==> src/rtl/rv_pkg.sv <==
// Shared RV32I decode types: opcodes, ALU/immediate selectors, decoded fields and the
// instruction decode function used by the decode stage.
package rv_pkg;

  localparam int unsigned XLEN = 32;

  localparam logic [6:0] OpLui    = 7'b0110111;
  localparam logic [6:0] OpAuipc  = 7'b0010111;
  localparam logic [6:0] OpJal    = 7'b1101111;
  localparam logic [6:0] OpJalr   = 7'b1100111;
  localparam logic [6:0] OpBranch = 7'b1100011;
  localparam logic [6:0] OpLoad   = 7'b0000011;
  localparam logic [6:0] OpStore  = 7'b0100011;
  localparam logic [6:0] OpImm    = 7'b0010011;
  localparam logic [6:0] OpReg    = 7'b0110011;

  typedef enum logic [3:0] {
    AluAdd, AluSub, AluSll, AluSlt, AluSltu, AluXor, AluSrl, AluSra, AluOr, AluAnd, AluPassB
  } alu_op_e;

  typedef enum logic [2:0] {ImmNone, ImmI, ImmS, ImmB, ImmU, ImmJ} imm_sel_e;

  typedef struct packed {
    logic [4:0] rd;
    logic [4:0] rs1;
    logic [4:0] rs2;
    logic       uses_rs1;
    logic       uses_rs2;
    logic       rd_we;
    logic       illegal;
    imm_sel_e   imm_sel;
    alu_op_e    alu_op;
  } decoded_t;

  typedef struct packed {
    logic [XLEN-1:0] pc;
    logic [XLEN-1:0] imm;
    logic [4:0]      rd;
    logic [4:0]      rs1;
    logic [4:0]      rs2;
    logic            uses_rs1;
    logic            uses_rs2;
    logic            rd_we;
    logic            illegal;
    alu_op_e         alu_op;
  } entry_t;

  // alt selects SUB/SRA (funct7[5]); callers mask it for OP-IMM where only SRAI uses it.
  function automatic alu_op_e alu_from_f3(input logic [2:0] f3, input logic alt);
    alu_op_e op;
    unique case (f3)
      3'b000:  op = alt ? AluSub : AluAdd;
      3'b001:  op = AluSll;
      3'b010:  op = AluSlt;
      3'b011:  op = AluSltu;
      3'b100:  op = AluXor;
      3'b101:  op = alt ? AluSra : AluSrl;
      3'b110:  op = AluOr;
      default: op = AluAnd;
    endcase
    return op;
  endfunction

  function automatic decoded_t decode(input logic [31:0] instr);
    decoded_t   d;
    logic       writes;
    logic [2:0] f3;
    f3         = instr[14:12];
    writes     = 1'b0;
    d          = '0;
    d.rd       = instr[11:7];
    d.rs1      = instr[19:15];
    d.rs2      = instr[24:20];
    d.imm_sel  = ImmNone;
    d.alu_op   = AluAdd;
    unique case (instr[6:0])
      OpLui: begin
        d.imm_sel = ImmU;
        d.alu_op  = AluPassB;
        writes    = 1'b1;
      end
      OpAuipc: begin
        d.imm_sel = ImmU;
        writes    = 1'b1;
      end
      OpJal: begin
        d.imm_sel = ImmJ;
        writes    = 1'b1;
      end
      OpJalr, OpLoad: begin
        d.imm_sel  = ImmI;
        d.uses_rs1 = 1'b1;
        writes     = 1'b1;
      end
      OpBranch: begin
        d.imm_sel  = ImmB;
        d.uses_rs1 = 1'b1;
        d.uses_rs2 = 1'b1;
        d.alu_op   = (f3[2:1] == 2'b10) ? AluSlt : (f3[2:1] == 2'b11) ? AluSltu : AluSub;
      end
      OpStore: begin
        d.imm_sel  = ImmS;
        d.uses_rs1 = 1'b1;
        d.uses_rs2 = 1'b1;
      end
      OpImm: begin
        d.imm_sel  = ImmI;
        d.uses_rs1 = 1'b1;
        d.alu_op   = alu_from_f3(f3, instr[30] & (f3 == 3'b101));
        writes     = 1'b1;
      end
      OpReg: begin
        d.uses_rs1 = 1'b1;
        d.uses_rs2 = 1'b1;
        d.alu_op   = alu_from_f3(f3, instr[30]);
        writes     = 1'b1;
      end
      default: d.illegal = 1'b1;
    endcase
    d.rd_we = writes & (d.rd != 5'd0);
    return d;
  endfunction

endpackage

==> src/rtl/rv_imm_gen.sv <==
// RV32I immediate generator: extracts and sign-extends the I/S/B/U/J immediate.
module rv_imm_gen
  import rv_pkg::*;
(
  input  logic [31:7]     instr_i,
  input  imm_sel_e        imm_sel_i,
  output logic [XLEN-1:0] imm_o
);

  logic [31:0] imm32;

  always_comb begin
    imm32 = '0;
    unique case (imm_sel_i)
      ImmI: imm32 = {{20{instr_i[31]}}, instr_i[31:20]};
      ImmS: imm32 = {{20{instr_i[31]}}, instr_i[31:25], instr_i[11:7]};
      ImmB: imm32 = {{19{instr_i[31]}}, instr_i[31], instr_i[7], instr_i[30:25],
                     instr_i[11:8], 1'b0};
      ImmU: imm32 = {instr_i[31:12], 12'b0};
      ImmJ: imm32 = {{11{instr_i[31]}}, instr_i[31], instr_i[19:12], instr_i[20],
                     instr_i[30:21], 1'b0};
      default: imm32 = '0;
    endcase
  end

  assign imm_o = XLEN'($signed(imm32));

endmodule

==> src/rtl/instr_decode.sv <==
// RV32I decode stage: valid/ready intake, busy-bit hazard scoreboard, register_file read
// port drive and a one-entry decoded pipeline register towards execute.
module instr_decode
  import rv_pkg::*;
(
  input  logic            i_clk,
  input  logic            i_reset_n,
  input  logic            i_fetch_valid,
  output logic            o_fetch_ready,
  input  logic [31:0]     i_instr,
  input  logic [XLEN-1:0] i_pc,
  output logic            o_rs1_out,
  output logic            o_rs2_out,
  output logic [4:0]      o_rs1,
  output logic [4:0]      o_rs2,
  output logic            o_ex_valid,
  input  logic            i_ex_ready,
  output logic [XLEN-1:0] o_pc,
  output logic [4:0]      o_rd,
  output logic            o_rd_we,
  output logic [XLEN-1:0] o_imm,
  output logic [3:0]      o_alu_op,
  output logic            o_illegal,
  input  logic            i_wb_valid,
  input  logic [4:0]      i_wb_rd,
  input  logic            i_flush
);

  decoded_t        dec;
  logic [XLEN-1:0] imm;
  logic            hazard;
  logic            accept;

  logic [31:0] busy_q, busy_d;
  logic        ex_valid_q, ex_valid_d;
  entry_t      ent_q, ent_d;

  assign dec = decode(i_instr);

  rv_imm_gen u_imm_gen (
    .instr_i  (i_instr[31:7]),
    .imm_sel_i(dec.imm_sel),
    .imm_o    (imm)
  );

  // Registered busy bits only: a same-cycle writeback does not release the stall.
  assign hazard = (dec.uses_rs1 & (dec.rs1 != 5'd0) & busy_q[dec.rs1])
                | (dec.uses_rs2 & (dec.rs2 != 5'd0) & busy_q[dec.rs2])
                | (dec.rd_we & busy_q[dec.rd]);

  assign o_fetch_ready = i_reset_n & ~i_flush & (~ex_valid_q | i_ex_ready) & ~hazard;
  assign accept        = i_fetch_valid & o_fetch_ready;

  // Present the incoming sources on accept so the register_file's registered read lines
  // up with o_ex_valid; otherwise keep the held entry's sources steady.
  always_comb begin
    if (accept) begin
      o_rs1_out = dec.uses_rs1;
      o_rs2_out = dec.uses_rs2;
      o_rs1     = dec.rs1;
      o_rs2     = dec.rs2;
    end else begin
      o_rs1_out = ent_q.uses_rs1;
      o_rs2_out = ent_q.uses_rs2;
      o_rs1     = ent_q.rs1;
      o_rs2     = ent_q.rs2;
    end
  end

  always_comb begin
    ent_d      = ent_q;
    ex_valid_d = ex_valid_q;
    busy_d     = busy_q;
    if (accept) begin
      ent_d.pc       = i_pc;
      ent_d.imm      = imm;
      ent_d.rd       = dec.rd;
      ent_d.rs1      = dec.rs1;
      ent_d.rs2      = dec.rs2;
      ent_d.uses_rs1 = dec.uses_rs1;
      ent_d.uses_rs2 = dec.uses_rs2;
      ent_d.rd_we    = dec.rd_we;
      ent_d.illegal  = dec.illegal;
      ent_d.alu_op   = dec.alu_op;
      ex_valid_d     = 1'b1;
    end else if (i_ex_ready) begin
      ex_valid_d = 1'b0;
    end
    if (i_wb_valid) begin
      busy_d[i_wb_rd] = 1'b0;
    end
    // Applied after the writeback clear so a younger writer of the same rd stays busy.
    if (accept && dec.rd_we) begin
      busy_d[dec.rd] = 1'b1;
    end
    if (i_flush) begin
      ex_valid_d = 1'b0;
      busy_d     = '0;
    end
  end

  always_ff @(posedge i_clk) begin
    if (!i_reset_n) begin
      ex_valid_q <= 1'b0;
      busy_q     <= '0;
      ent_q      <= '0;
    end else begin
      ex_valid_q <= ex_valid_d;
      busy_q     <= busy_d;
      ent_q      <= ent_d;
    end
  end

  assign o_ex_valid = ex_valid_q;
  assign o_pc       = ent_q.pc;
  assign o_rd       = ent_q.rd;
  assign o_rd_we    = ent_q.rd_we;
  assign o_imm      = ent_q.imm;
  assign o_alu_op   = ent_q.alu_op;
  assign o_illegal  = ent_q.illegal;

endmodule

==> config.mk <==
export PLATFORM = sky130hd
export DESIGN_NAME = instr_decode
export DESIGN_NICKNAME = d
export VERILOG_FILES = /design/src/rtl/rv_pkg.sv /design/src/rtl/rv_imm_gen.sv /design/src/rtl/instr_decode.sv
export SDC_FILE = /design/constraint.sdc
export NUM_CORES = 1
export LEC_CHECK = 0
export ABC_AREA = 1
export ABC_CLOCK_PERIOD_IN_PS = 2300
export BUFFER_PORTS_ARGS = -buffer_cell sky130_fd_sc_hd__buf_2
export CAP_MARGIN = 30
export CORE_MARGIN = 10
export CORE_UTILIZATION = 55
export DETAILED_ROUTE_END_ITERATION = 12
export PLACE_DENSITY = 0.81
export SYNTH_ARGS = -nofsm -noshare
export SYNTH_HDL_FRONTEND = slang
export SYNTH_SLANG_ARGS = --single-unit
==> constraint.sdc <==
create_clock -name i_clk -period 2.3 [get_ports i_clk]
set_clock_uncertainty 0.1 [all_clocks]
set_input_delay 0.115 -clock i_clk [delete_from_list [all_inputs] [get_ports i_clk]]
set_output_delay 0.115 -clock i_clk [all_outputs]
set_load 0.01 [all_outputs]
Yosys cells after proc, flatten, opt, wreduce, memory -nomap -nowiden. Cells that the tools add are included.

Flip-flop bits (word level): 120. Output and inout bits: 89.

Order comparisons: 6. Eq/ne operators: 22. Muxes and demuxes: 33. Bitwise operators: 21. Reductions and logical operators: 15.

Operator list (count): 32-bit one-hot mux with 5 select lines (1); 32-bit 2-to-1 mux (2); 4-bit one-hot mux with 7 select lines (2); 32-bit bitwise AND (1); 32-bit NOT (1); 32-bit OR (1); 5-bit by 6-bit less-than comparator with 1-bit output (second input constant) (4); 7-bit by 6-bit == test with 1-bit output (second input constant) (3); 7-bit == test (second input constant) (3); 1-bit 2-to-1 mux (17); 4-bit one-hot mux with 4 select lines (1); 1-bit binary-select mux with 5-bit select (3); 3-bit == test (second input constant) (5); 3-bit one-hot mux with 5 select lines (1); 5-bit nonzero test (3); 7-bit by 5-bit == test with 1-bit output (second input constant) (2); 3-bit by 2-bit == test with 1-bit output (second input constant) (4); 1-bit bitwise AND (11); 1-bit demux with 5-bit select (2); 5-bit by 1-bit greater-or-equal comparator with 1-bit output (second input constant) (2); 5-bit 2-to-1 mux (2); 9-bit OR reduction (1); 7-bit by 2-bit == test with 1-bit output (second input constant) (1); 7-bit OR reduction (1); 11 further kinds (23).

Logic depth before layout (Yosys ltp).
Word-level depth: 12. Depth in mapped cells: 18. Mapped depth without buffers: 16.

Cells and area by module. From an unflattened synthesis, not the netlist that was laid out.

Cell total of the unflattened synthesis: 1095. Area, all modules: 7785.0 µm².

Modules (own cells, without submodules): instr_decode (times used 1, cells each 1003, area an instance 7329.5 µm², sequential area each 2402.3 µm²); rv_imm_gen (times used 1, cells each 92, area an instance 455.4 µm², sequential area each 0.0 µm²).

Least setup slack after synthesis. No wires, ideal clock.

Path kind: input port to output port. Start: input port i_instr[1]. End: output port o_rs2_out. Arrival time: 1.641 ns. Data required time: 2.085 ns. Slack: 0.444 ns. Stages on the path: 16. Buffers on the path: 2. Cells stage by stage: nand2_1 -> nor2_2 -> nand3_2 -> nand2_1 -> inv_2 -> nand2_2 -> nor2_1 -> nor2_1 -> nand2_1 -> nor2_2 -> nor2_4 -> buf_6 -> buf_6 -> nand3_1 -> nand2_1 -> inv_1.

Longest elaborated chain between the ends: 11. Elaborated cells on any way between the ends: 27. Those cells by class: eq/ne (9); mux (4); bitwise (11); reduce/logical (3).

Ends and longest elaborated chain: from (decl) (RTL line instr_decode.sv:10) `input logic [31:0] i_instr,`; 7-bit by 6-bit == test with 1-bit output, or another cell as far along (RTL line rv_pkg.sv:76) `unique case (instr[6:0])`; 6-bit OR reduction (no line) or 3-bit OR reduction (tied branches); 1-bit 2-to-1 mux (RTL line rv_pkg.sv:76); 1-bit bitwise AND, on equally long branches (2 in series) (RTL line instr_decode.sv:47, instr_decode.sv:48); 1-bit OR (RTL line instr_decode.sv:48) `| (dec.uses_rs2 & (dec.rs2 != 5'd0) & busy_q[dec.rs2])`; 1-bit OR (RTL line instr_decode.sv:49) `| (dec.rd_we & busy_q[dec.rd]);`; 1-bit NOT (RTL line instr_decode.sv:51) `assign o_fetch_ready = i_reset_n & ~i_flush & (~ex_valid_q | i_ex_ready) & ~hazard;`; 1-bit bitwise AND (RTL line instr_decode.sv:51); 1-bit bitwise AND (RTL line instr_decode.sv:52) `assign accept = i_fetch_valid & o_fetch_ready;`; 1-bit 2-to-1 mux * (RTL line instr_decode.sv:57) `if (accept) begin`; to (decl) (RTL line instr_decode.sv:13) `output logic o_rs2_out,`.

Mark *: on every way between the ends. The rest lies on a longest branch, timed or not.

Worst setup path after layout.
Start: register busy_q[17]. End: output port o_rs1[4].

Longest elaborated chain between the ends: 9. Elaborated cells on any way between the ends: 15. Those cells by class: mux (7); bitwise (8).

Ends and longest elaborated chain: from (decl) (RTL line instr_decode.sv:34) `logic [31:0] busy_q, busy_d;`; from (signal assigned) (RTL line instr_decode.sv:109) `busy_q <= busy_d;`; 1-bit binary-select mux with 5-bit select, on equally long branches (RTL line instr_decode.sv:47, instr_decode.sv:48); 1-bit 2-to-1 mux, on equally long branches (RTL line instr_decode.sv:47, instr_decode.sv:48); 1-bit bitwise AND, on equally long branches (RTL line instr_decode.sv:47, instr_decode.sv:48); 1-bit OR (RTL line instr_decode.sv:48); 1-bit OR * (RTL line instr_decode.sv:49); 1-bit NOT * (RTL line instr_decode.sv:51); 1-bit bitwise AND * (RTL line instr_decode.sv:51); 1-bit bitwise AND * (RTL line instr_decode.sv:52); 5-bit 2-to-1 mux * (RTL line instr_decode.sv:57); to (decl) (RTL line instr_decode.sv:14) `output logic [4:0] o_rs1,`.

Mark *: on every way between the ends. The rest lies on a longest branch, timed or not. The select of a mux whose other input is x is not followed.

==> results.md <==
- Dpl cells: 1329
- Clock transition at the registers of the reported paths: 0.05 ns
- CTS tree: done
- Yosys reg bits: 120
- Worst-path cell chain: nand2_1, nand3_1, nand3_1, nand3_1, nand3_1, nand2_1, nand2_1, nand3_2, nor2_4, buf_6, nand2_8, nand2_2, nand2_2, inv_2, buf_6
- Critical Path Sink Type: output port
- Vias/cell: 5.880
- ANT nets after route: 0
- Top delay family on crit path: simple AND/OR/NAND/NOR gates
- Area contributors post-synth: dfxtp_1 (33%), nand2_1 (11%), nand3_1 (8.5%)
- Pin count of the biggest net entering global routing: 71
- FMAX: 406.4 MHz
- Root buffer cell: clkbuf_16
- Placed cell area: 0.007934 mm²
- Full die area: 0.01822 mm²
- Final worst slack: -0.1606 ns
- Final Wtd Congestion: 0.9982
- Routed len/inst: 19.79 µm
- Initial Util: 0.5693
- Clock share of power: 0.499
- Post-synthesis cell area: 0.007272 mm²
- Internal: 4611 µW
- Failing checks: setup timing
- Crit path required time: 2.09 ns
- Non-filler cells in the finished layout: 1422
- TritonCTS Buffers: 17
- Layout cells sized above 1: 0.3668
- GRT Util Overall: 0.2923
- H-tree Lvls: 4
- Comb pwr share: 0.157
- Initial antenna violation count: 2
- Skew-Pair Late Insertion Delay: 0.43 ns
- Worst stage delay on the critical path: 0.35 ns
- Worst-margin pin slew: 0.8778 ns
- DIE WIDTH: 135.0 µm
- MaxCap Viol Count: 0
- Core ar.: 0.01277 mm²
- Post-synth top area cell: dfxtp_1
- Startpoint Class: flip-flop
- Average size of a mapped cell: 6.809 µm²
- Post-synthesis async set-or-reset flop share: 0
- Vias in the first global route: 7962
- Power Density: 637.0 mW/mm²
- Sw Share: 0.2553
- # setup viols final: 14
- Starting DRT DRC Count: 1043
- Fin crit period: 2.461 ns
- Psw: 1581 µW
- Synthesis Warnings: 0
- Total wire length: 28140 µm
- Count leader, synth: nand2_1
- Global-route wire length before repair: 42660 µm
- Drt drc: 0
- CP dominant cell by count: nand3_1
- Fillers: 935
- Row Count: 41
- CTS Sinks: 120
- Tcrit/Tclk final: 1.070
- Die H: 135.0 µm
- Buffers & Inverters on Critical Path: 3
- Top cell type's share of synthesized area: 0.3304
- Commonest cells in the netlist: nand2_1 (208), nand3_1 (123), dfxtp_1 (120)
- Vias: 8362
- Flop pwr share: 0.344
- Layout Nets: 1309
- Synthesized instance count: 1068
- Slew margin rel.: 0.4148
- Worst endpoint data arrival time: 2.25 ns
- Critical path's slowest cell: dfxtp_2
- Number of port buffers: 163
- Crit Path Class: reg2out
- Post-synth EDFFs: 0
- Synth unique cells: 30
- Internal reg-to-reg setup slack: 0 ns
- IO Pins: 164
- Max Buffers Root-to-Sink: 2
- RSZ-0062 raised after global routing: true
- Max Slew Vio Count: 0
- Outcome: finished with violations
- GRT Residual Overflow: 0
- P&R area growth vs syn: 33.69%
- Syn_nets: 1143
- Peak supply drop: 571.1 µV
- Top_reg_cell synth: dfxtp_1
- Leakage: 0.004166 µW
- DP HPWL: 17990 µm
- Post-route cell area: 0.009722 mm²
- Share of the yosys chip area belonging to registers: 0.3304
- HP Class: in2reg
- Max FO, Critical Path: 7
- Final hold vios: 0
- 1st-pass router iterations: 8
-- sequential cells by signal, summed over array words and instances, names as in the netlist --
name,count
busy_q,32
ent_q,12
o_alu_op,4
o_ex_valid,1
o_illegal,1
o_imm,32
o_pc,32
o_rd,5
o_rd_we,1
-- worst min-delay path: cells and delay by family --
family | cells | cell delay [ns]
AO/OA/AOI/OAI | 1 | 0.06
AND/OR/NAND/NOR | 1 | 0.11
buffers and inverters | 1 | 0.19
-- cells in the final DEF (no fill, tap or decap), types with 5 or more instances in the layout --
cell / Yosys / final
nand3_1: 123 / 103
o22ai_1: 5 / 5
buf_2: 17 / 150
a21oi_1: 100 / 87
a21oi_2: 20 / 33
nand3_2: 32 / 51
o2111ai_1: 12 / 12
dfxtp_1: 120 / 93
nand2_4: 1 / 12
buf_4: 79 / 60
nor2_2: 3 / 5
nor3_1: 13 / 13
clkbuf_16: 0 / 19
nand4_1: 33 / 33
nand2_2: 4 / 22
nor2_1: 99 / 97
dlygate4sd3_1: 0 / 40
dfxtp_2: 0 / 23
nand2_1: 208 / 179
o21ai_0: 59 / 53
buf_6: 14 / 23
buf_12: 0 / 7
o21ai_1: 3 / 5
bufinv_16: 0 / 6
inv_2: 7 / 19
inv_1: 79 / 66
-- layer usage --
| metal | vias to the layer above | track usage | wire length, µm | share of wire |
|---|---|---|---|---|
| met2 | 547 | 0.4741 | 13160 | 0.47 |
| met5 | - | 0 | 0 | 0 |
| met3 | 109 | 0.07641 | 2891 | 0.10 |
| met1 | 3881 | 0.3469 | 10680 | 0.38 |
| met4 | 0 | 0.1543 | 1406 | 0.050 |
| li1 | 3825 | - | - | - |
-- metrics by stage --
stage	setup TNS [ns]	hold slack [ns]	utilization	total power [µW]	worst slack, ns
2_1_floorplan	0	0.1381	-	2652	0.4442
3_3_place_gp	-4.169	0.2798	0.6211	2910	-0.1180
4_1_cts	-1.609	0.00002909	0.7343	6106	-0.1460
5_1_grt	-3.323	0.02589	0.7607	6372	-0.2687
6_report	-1.645	0.006882	0.7611	6192	-0.1606
3_5_place_dp	-4.634	0.2826	0.6211	2915	-0.1547
-- final timing paths --
check,from,to,depth (start not counted)
worst max-delay path,busy_q[17],o_rs1[4],15
worst min-delay path,i_fetch_valid,o_rd[0],3
worst min register to register,o_alu_op[0],o_alu_op[0],2
worst max register to register,busy_q[26],o_imm[5],15
-- final cells by class --
type	count	area [µm²]	share of cell area
inverters	87	330.3	0.03398
flip-flops and latches	120	2446	0.2516
clock buffers	20	466.7	0.04801
diodes	4	10.01	0.001030
well taps	172	215.2	0.02214
multi-input cells	722	3924	0.4036
repair buffers	286	2111	0.2171
clock inverters	11	219.0	0.02252
-- what timing repair did --
action / in CTS / in global routing
hold buffers: 40 / 0
gates resized for setup: 60 / 106
hold endpoints to repair: 40 / 0
cloned: 4 / 2
pin swaps: 23 / 46
buffers inserted: 12 / 4
endpoints found under the setup margin: 14 / 120
-- power by group through the flow --
stage	combinational (µW)	sequential (µW)	clock, µW
6_report	972	2130	3090
5_1_grt	1040	2130	3200
4_1_cts	886	2130	3090
3_5_place_dp	737	2180	0
3_3_place_gp	732	2180	0
2_1_floorplan	475	2180	0
-- kinds of logic after synthesis --
kind of cell,after synthesis,synth area share
DFF,120,0.3304
AOI/OAI and AO/OA,202,0.1578
and+or+nand+nor,518,0.3345
buffers and inverters,228,0.1774
Power figures use the tool's default switching activity.
